$ cat config.mk
export PLATFORM = sky130hd
export DESIGN_NAME = latch_delay_bank_flat
export DESIGN_NICKNAME = d
export VERILOG_FILES = /design/src/rtl/latch_delay_bank_if.sv /design/src/rtl/latch_delay_bank.sv /design/src/flat_wrapper.sv
export SDC_FILE = /design/constraint.sdc
export NUM_CORES = 1
export LEC_CHECK = 0
export BUFFER_PORTS_ARGS = -buffer_cell sky130_fd_sc_hd__buf_2
export CAP_MARGIN = 0
export CORE_UTILIZATION = 54
export CTS_CLUSTER_SIZE = 14
export DETAILED_ROUTE_END_ITERATION = 10
export PLACE_DENSITY_LB_ADDON = 0.2
export REMOVE_ABC_BUFFERS = 1
export SYNTH_ARGS = -nofsm -noshare
export SYNTH_HDL_FRONTEND = slang
export SYNTH_SLANG_ARGS = --single-unit
$ cat constraint.sdc
create_clock -name clk -period 1.6 [get_ports clk]
set_input_delay 0.24 -clock clk [delete_from_list [all_inputs] [get_ports clk]]
set_output_delay 0.24 -clock clk [all_outputs]
set_load 0.02 [all_outputs]
$ cat src/rtl/latch_delay_bank_if.sv
// Control/data bundle for latch_delay_bank: strobes and pulse inputs in, delayed pulses and drop counters out.
interface latch_delay_bank_if #(
    parameter int unsigned CHANNELS = 4,
    parameter int unsigned TAP_W    = 2,
    parameter int unsigned CNT_W    = 4
);
    logic                      ce;
    logic                      sync_reset;
    logic                      enable;
    logic                      clear_drops;
    logic [CHANNELS-1:0]       data_in;
    logic [CHANNELS*TAP_W-1:0] tap_sel;
    logic [CHANNELS-1:0]       data_out;
    logic [CHANNELS*CNT_W-1:0] drop_count;

    modport master (
        output ce, sync_reset, enable, clear_drops, data_in, tap_sel,
        input  data_out, drop_count
    );

    modport slave (
        input  ce, sync_reset, enable, clear_drops, data_in, tap_sel,
        output data_out, drop_count
    );
endinterface

$ cat src/rtl/latch_delay_bank.sv
// Multi-channel strobed pulse delay line: pulses latch until the shared enable strobe, then shift
// through a DEPTH-stage line with a run-time selectable output tap and a saturating merge counter.
module latch_delay_bank #(
    parameter int unsigned CHANNELS = 4,
    parameter int unsigned DEPTH    = 4,
    parameter int unsigned CNT_W    = 4
) (
    input  logic               clk,
    input  logic               reset,
    latch_delay_bank_if.slave  bus
);
    localparam int unsigned TAP_W = (DEPTH > 1) ? $clog2(DEPTH) : 1;
    localparam logic [TAP_W:0] TAP_MAX = (TAP_W + 1)'(DEPTH - 1);

    logic [CHANNELS-1:0] pend;
    logic [DEPTH-1:0]    line    [CHANNELS];
    logic [DEPTH-1:0]    shifted [CHANNELS];
    logic [CNT_W-1:0]    drop    [CHANNELS];
    logic [TAP_W:0]      tap_eff [CHANNELS];
    logic [CHANNELS-1:0] tapped;

    // Next line contents on a strobe: newest sample (pending latch or fresh pulse) enters stage 0.
    always_comb begin
        for (int c = 0; c < int'(CHANNELS); c++) begin
            shifted[c]    = line[c] << 1;
            shifted[c][0] = bus.data_in[c] | pend[c];
        end
    end

    always_ff @(posedge clk or posedge reset) begin
        if (reset) begin
            pend <= '0;
            for (int c = 0; c < int'(CHANNELS); c++) begin
                line[c] <= '0;
                drop[c] <= '0;
            end
        end else if (bus.ce) begin
            for (int c = 0; c < int'(CHANNELS); c++) begin
                if (bus.sync_reset) begin
                    pend[c] <= 1'b0;
                    line[c] <= '0;
                end else if (bus.enable) begin
                    line[c] <= shifted[c];
                    pend[c] <= 1'b0;
                end else begin
                    pend[c] <= pend[c] | bus.data_in[c];
                end

                // A pulse arriving on top of a pending one merges; count it unless cleared this cycle.
                if (bus.clear_drops) begin
                    drop[c] <= '0;
                end else if (!bus.sync_reset && bus.data_in[c] && pend[c] && (drop[c] != '1)) begin
                    drop[c] <= drop[c] + CNT_W'(1);
                end
            end
        end
    end

    // Tap select is live (not ce-gated) and clamps out-of-range values to the last stage.
    always_comb begin
        tapped = '0;
        for (int c = 0; c < int'(CHANNELS); c++) begin
            tap_eff[c] = {1'b0, bus.tap_sel[c*TAP_W +: TAP_W]};
            if (tap_eff[c] > TAP_MAX) begin
                tap_eff[c] = TAP_MAX;
            end
            for (int s = 0; s < int'(DEPTH); s++) begin
                if (tap_eff[c] == (TAP_W + 1)'(s)) begin
                    tapped[c] = line[c][s];
                end
            end
        end
    end

    assign bus.data_out = tapped & {CHANNELS{bus.enable}};

    always_comb begin
        bus.drop_count = '0;
        for (int c = 0; c < int'(CHANNELS); c++) begin
            bus.drop_count[c*CNT_W +: CNT_W] = drop[c];
        end
    end
endmodule
$ cat src/flat_wrapper.sv
// flat-port wrapper written by rule: the top's interface ports become plain ports
module latch_delay_bank_flat 
#(
    parameter int unsigned CHANNELS = 4,
    parameter int unsigned DEPTH    = 4,
    parameter int unsigned CNT_W    = 4
)
  (clk, reset, bus_ce, bus_sync_reset, bus_enable, bus_clear_drops, bus_data_in, bus_tap_sel, bus_data_out, bus_drop_count);
  latch_delay_bank_if #(.CHANNELS(CHANNELS), .CNT_W(CNT_W)) bus_i ();
  input  logic clk;
  input  logic reset;
  input wire logic [$bits(bus_i.ce)-1:0] bus_ce;
  input wire logic [$bits(bus_i.sync_reset)-1:0] bus_sync_reset;
  input wire logic [$bits(bus_i.enable)-1:0] bus_enable;
  input wire logic [$bits(bus_i.clear_drops)-1:0] bus_clear_drops;
  input wire logic [$bits(bus_i.data_in)-1:0] bus_data_in;
  input wire logic [$bits(bus_i.tap_sel)-1:0] bus_tap_sel;
  output wire logic [$bits(bus_i.data_out)-1:0] bus_data_out;
  output wire logic [$bits(bus_i.drop_count)-1:0] bus_drop_count;
  assign bus_i.ce = bus_ce;
  assign bus_i.sync_reset = bus_sync_reset;
  assign bus_i.enable = bus_enable;
  assign bus_i.clear_drops = bus_clear_drops;
  assign bus_i.data_in = bus_data_in;
  assign bus_i.tap_sel = bus_tap_sel;
  assign bus_data_out = bus_i.data_out;
  assign bus_drop_count = bus_i.drop_count;
  latch_delay_bank #(.CHANNELS(CHANNELS), .DEPTH(DEPTH), .CNT_W(CNT_W)) u_core (.clk(clk), .reset(reset), .bus(bus_i));
endmodule
==> metrics.md <==
| Metric | Value |
|---|---|
| Outcome | complete, but fails checks |
| Violations in the final reports | setup timing |
| Number of clock sinks | 36 |
| Final Skew | 0.01087 ns |
| Routed length per instance | 14.24 µm |
| Crit path max-delay cell type | sky130_fd_sc_hd__mux4_2 |
| Synthesis-to-layout area growth | 25.20% |
| Register bit count reported by yosys | 36 |
| Number of unique standard cell types used by synthesis | 30 |
| Synth Area per Inst | 10.09 µm² |
| Number of nets in the layout | 261 |
| Number of warnings printed during yosys synthesis | 0 |
| Synth top area share | 48.78% |
| Sum of routed wire length over all layers | 4044 µm |
| Max Clock Freq | 570.7 MHz |
| Critical path's top delay family | multiplexers |
| Detailed-route vias per instance | 5.592 |
| Count of vias placed by the detailed router | 1588 |
| Buffer depth of the longest clock path | 2 |
| Top-level I/O count | 38 |
| Seq pwr share | 51.3% |
| Internal power | 1.464 mW |
| Number of antenna violations at the first check in global routing | 0 |
| Placeable Area | 0.003153 mm² |
| Unrepaired setup endpoints after global routing | true |
| Count of maximum capacitance violations | 0 |
| Starting utilization of the core area | 58.57% |
| Worst IR Drop VDD | 0.5951 mV |
| Worst-skew pair later-pin latency | 0.34 ns |
| Number of H-tree levels | 2 |
| Global router's overall resource usage | 23.85% |
| Final antenna diode count | 0 |
| Area taken by flip-flops and latches | 900.9 µm² |
| Ys flop type | sky130_fd_sc_hd__dfrtp_1 |
| Switching Fraction | 26.17% |
| Worst hold path class | input pin to flop |
| DP Wirelength | 2713 µm |
| Root buf cell | sky130_fd_sc_hd__clkbuf_4 |
| Final-layout worst hold slack | 0.1817 ns |
| Overflow left after global routing | 0 |
| Number of flops mapped to enable cells by yosys | 0 |
| Clock-pin slew of the registers on the worst-case setup and hold paths | 0.11 ns |
| Worst max-slew margin expressed relative to the limit | 69.71% |
| Violation count after the first detailed-route iteration | 69 |
| Post-synth top area cell | sky130_fd_sc_hd__dfrtp_1 |
| Count of filler cells inserted in the layout | 248 |
| Worst path setup slack after routing | -0.1522 ns |
| Standard-cell rows | 20 |
| Area of the multi-input gates | 898.4 µm² |
| Final Cycle Share | 109.5% |
| Number of standard cells in the layout, taps in and fillers out | 284 |
| Data required, critical path | 1.36 ns |
| Net switching component of the power | 519.0 µW |
| Placer congestion estimate | 0.7068 |
| Largest fanout on the critical path | 2 |
| Post-synth ARST share | 100.0% |
| Pin count of the biggest net entering global routing | 37 |
| Final setup violation count | 4 |
| Wire length of the first global-routing pass | 6285 µm |
| Leakage component of the power | 1.109 nW |
| Sort of element at the end of the critical path | output pin |
| Die Outline Area | 0.003658 mm² |
| Fraction of final layout cells sized beyond drive strength 1 | 29.58% |
| Combinational fraction of design power | 17.4% |
| Top cells by area, synth | sky130_fd_sc_hd__dfrtp_1 (49%), sky130_fd_sc_hd__mux4_2 (4.9%), sky130_fd_sc_hd__nand2b_1 (4.7%) |
| CP cell instances | mux4_2 -> and2_4 -> buf_6 |
| Clock tree from TritonCTS | yes |
| Startpoint Class | flop |
| Worst path buffer plus inverter count | 1 |
| Number of instances in the placed design | 261 |
| Most frequent cells after synthesis | sky130_fd_sc_hd__dfrtp_1 (36), sky130_fd_sc_hd__nand2_1 (20), sky130_fd_sc_hd__o21ai_0 (17) |
| Chip Width | 60.48 µm |
| Die Ht | 60.48 µm |
| Power density over the cells | 857.7 mW/mm² |
| Final critical delay including setup and external delays | 1.752 ns |
| Pre-antenna DRT Iters | 4 |
| Area of the mapped netlist | 0.001847 mm² |
| Remaining number of nets flagged by the antenna check after routing | 0 |
| Synthesized instance count | 183 |
| Count of final hold-check violations | 0 |
| Worst-margin pin slew | 0.4543 ns |
| Final-report max-slew violation count | 0 |
| Part of the Yosys area used for sequential elements | 48.78% |
| Worst setup path class | flop to output pin |
| Number of global-route vias before repair | 1456 |
| Number of buffers inserted during clock tree synthesis | 5 |
| Data arrival at the endpoint of the critical path | 1.51 ns |
| Number of buffers added on ports | 37 |
| Drc violations | 0 |
| Leading cell type by number of instances after synthesis | sky130_fd_sc_hd__dfrtp_1 |
| Max stage delay on crit path | 0.49 ns |
| Clock share of power | 31.3% |
-- through the flow --
| step | utilization (%) | setup TNS [ns] | cell area (µm²) | worst slack (ns) | total power, mW |
|---|---|---|---|---|---|
| 3_5_place_dp | 66.15 | 0 | 2086 | 0.06471 | 1.312 |
| 5_1_grt | 73.33 | -0.7223 | 2312 | -0.1939 | 2.085 |
| 6_report | 73.33 | -0.5081 | 2312 | -0.1522 | 1.983 |
| 4_1_cts | 71.90 | -0.4901 | 2267 | -0.1390 | 1.974 |
| 3_3_place_gp | 66.15 | 0 | 2086 | 0.1439 | 1.291 |
| 2_1_floorplan | - | -0.1197 | 1815 | -0.009973 | 1.194 |
-- tightest hold or removal path: cells and delay by family --
kind,cells,cell delay [ns]
compound gates,1,0.07
buf+inv,1,0.10
simple gates,1,0.07
-- path summary, 6_finish.rpt --
check | startpoint | to | slack, ns | depth (start not counted)
worst min register to register | u_core.line[15] | u_core.line[15] | 0.51 | 2
worst min-delay path | bus_data_in[2] | u_core.pend[2] | 0.18 | 3
max in group asynchronous | reset | u_core.bus.drop_count[4] | 0.74 | 4
worst max register to register | u_core.bus.drop_count[8] | u_core.bus.drop_count[9] | 0.06 | 4
worst max-delay path | u_core.line[6] | bus_data_out[2] | -0.15 | 3
min in group asynchronous | reset | u_core.bus.drop_count[15] | 0.53 | 4
-- power groups by stage --
stage	Combinational, mW	Clock, mW	Sequential, mW
2_1_floorplan	0.143	0	1.05
3_3_place_gp	0.257	0	1.03
3_5_place_dp	0.271	0	1.04
4_1_cts	0.319	0.636	1.02
5_1_grt	0.383	0.677	1.02
6_report	0.346	0.620	1.02
-- cell families (layout without fill, tap and decap cells) --
logic type      after synthesis  count (layout)  synth area share [%]
compound gates               51              51                 17.68
fa+ha+maj                     4               4                 2.710
buf+inv                      14              71                 3.117
flops                        36              36                 48.78
mux                           4               4                 4.878
simple gates                 74              74                 22.83
-- repair_timing --
item	in CTS	in global routing
pin swaps	4	0
buffers inserted	8	6
hold endpoints to repair	21	0
cloned	0	0
gates resized for setup	12	0
setup endpoints to repair	4	5
hold buffers	1	0
-- metal layers --
layer,vias to the layer above,global-route usage (%),routed length (µm)
met4,0,8.766,51
met2,32,42.70,2076
met3,5,5.970,163
met1,768,27.62,1753
li1,783,-,-
met5,-,0,0
-- sequential cells by signal, indices dropped and copies added, names as in the netlist --
name                   flops
u_core.bus.drop_count     16
u_core.line               16
u_core.pend                4
-- final cells by class --
type / count / area share [%]
Clock buffer: 6 / 1.786
Sequential cell: 36 / 38.96
Clock inverter: 2 / 1.515
Timing Repair Buffer: 56 / 15.37
Inverter: 7 / 1.136
Multi-Input combinational cell: 133 / 38.85
Tap cell: 44 / 2.381
-- layout by cell type, fill, tap and decap left out, drive strengths merged, types with 6 or more instances in the layout --
master  synthesis  layout
nand3           6       6
dfrtp          36      36
buf             2      55
nand2b         14      14
nand2          20      20
clkbuf          5       6
o21ai          18      18
nor2            8       8
or3             6       6
inv             7       7
o31ai           7       7
and2            6       6
a21oi          10      10
Note: power is estimated with default switching activity, not from simulation.
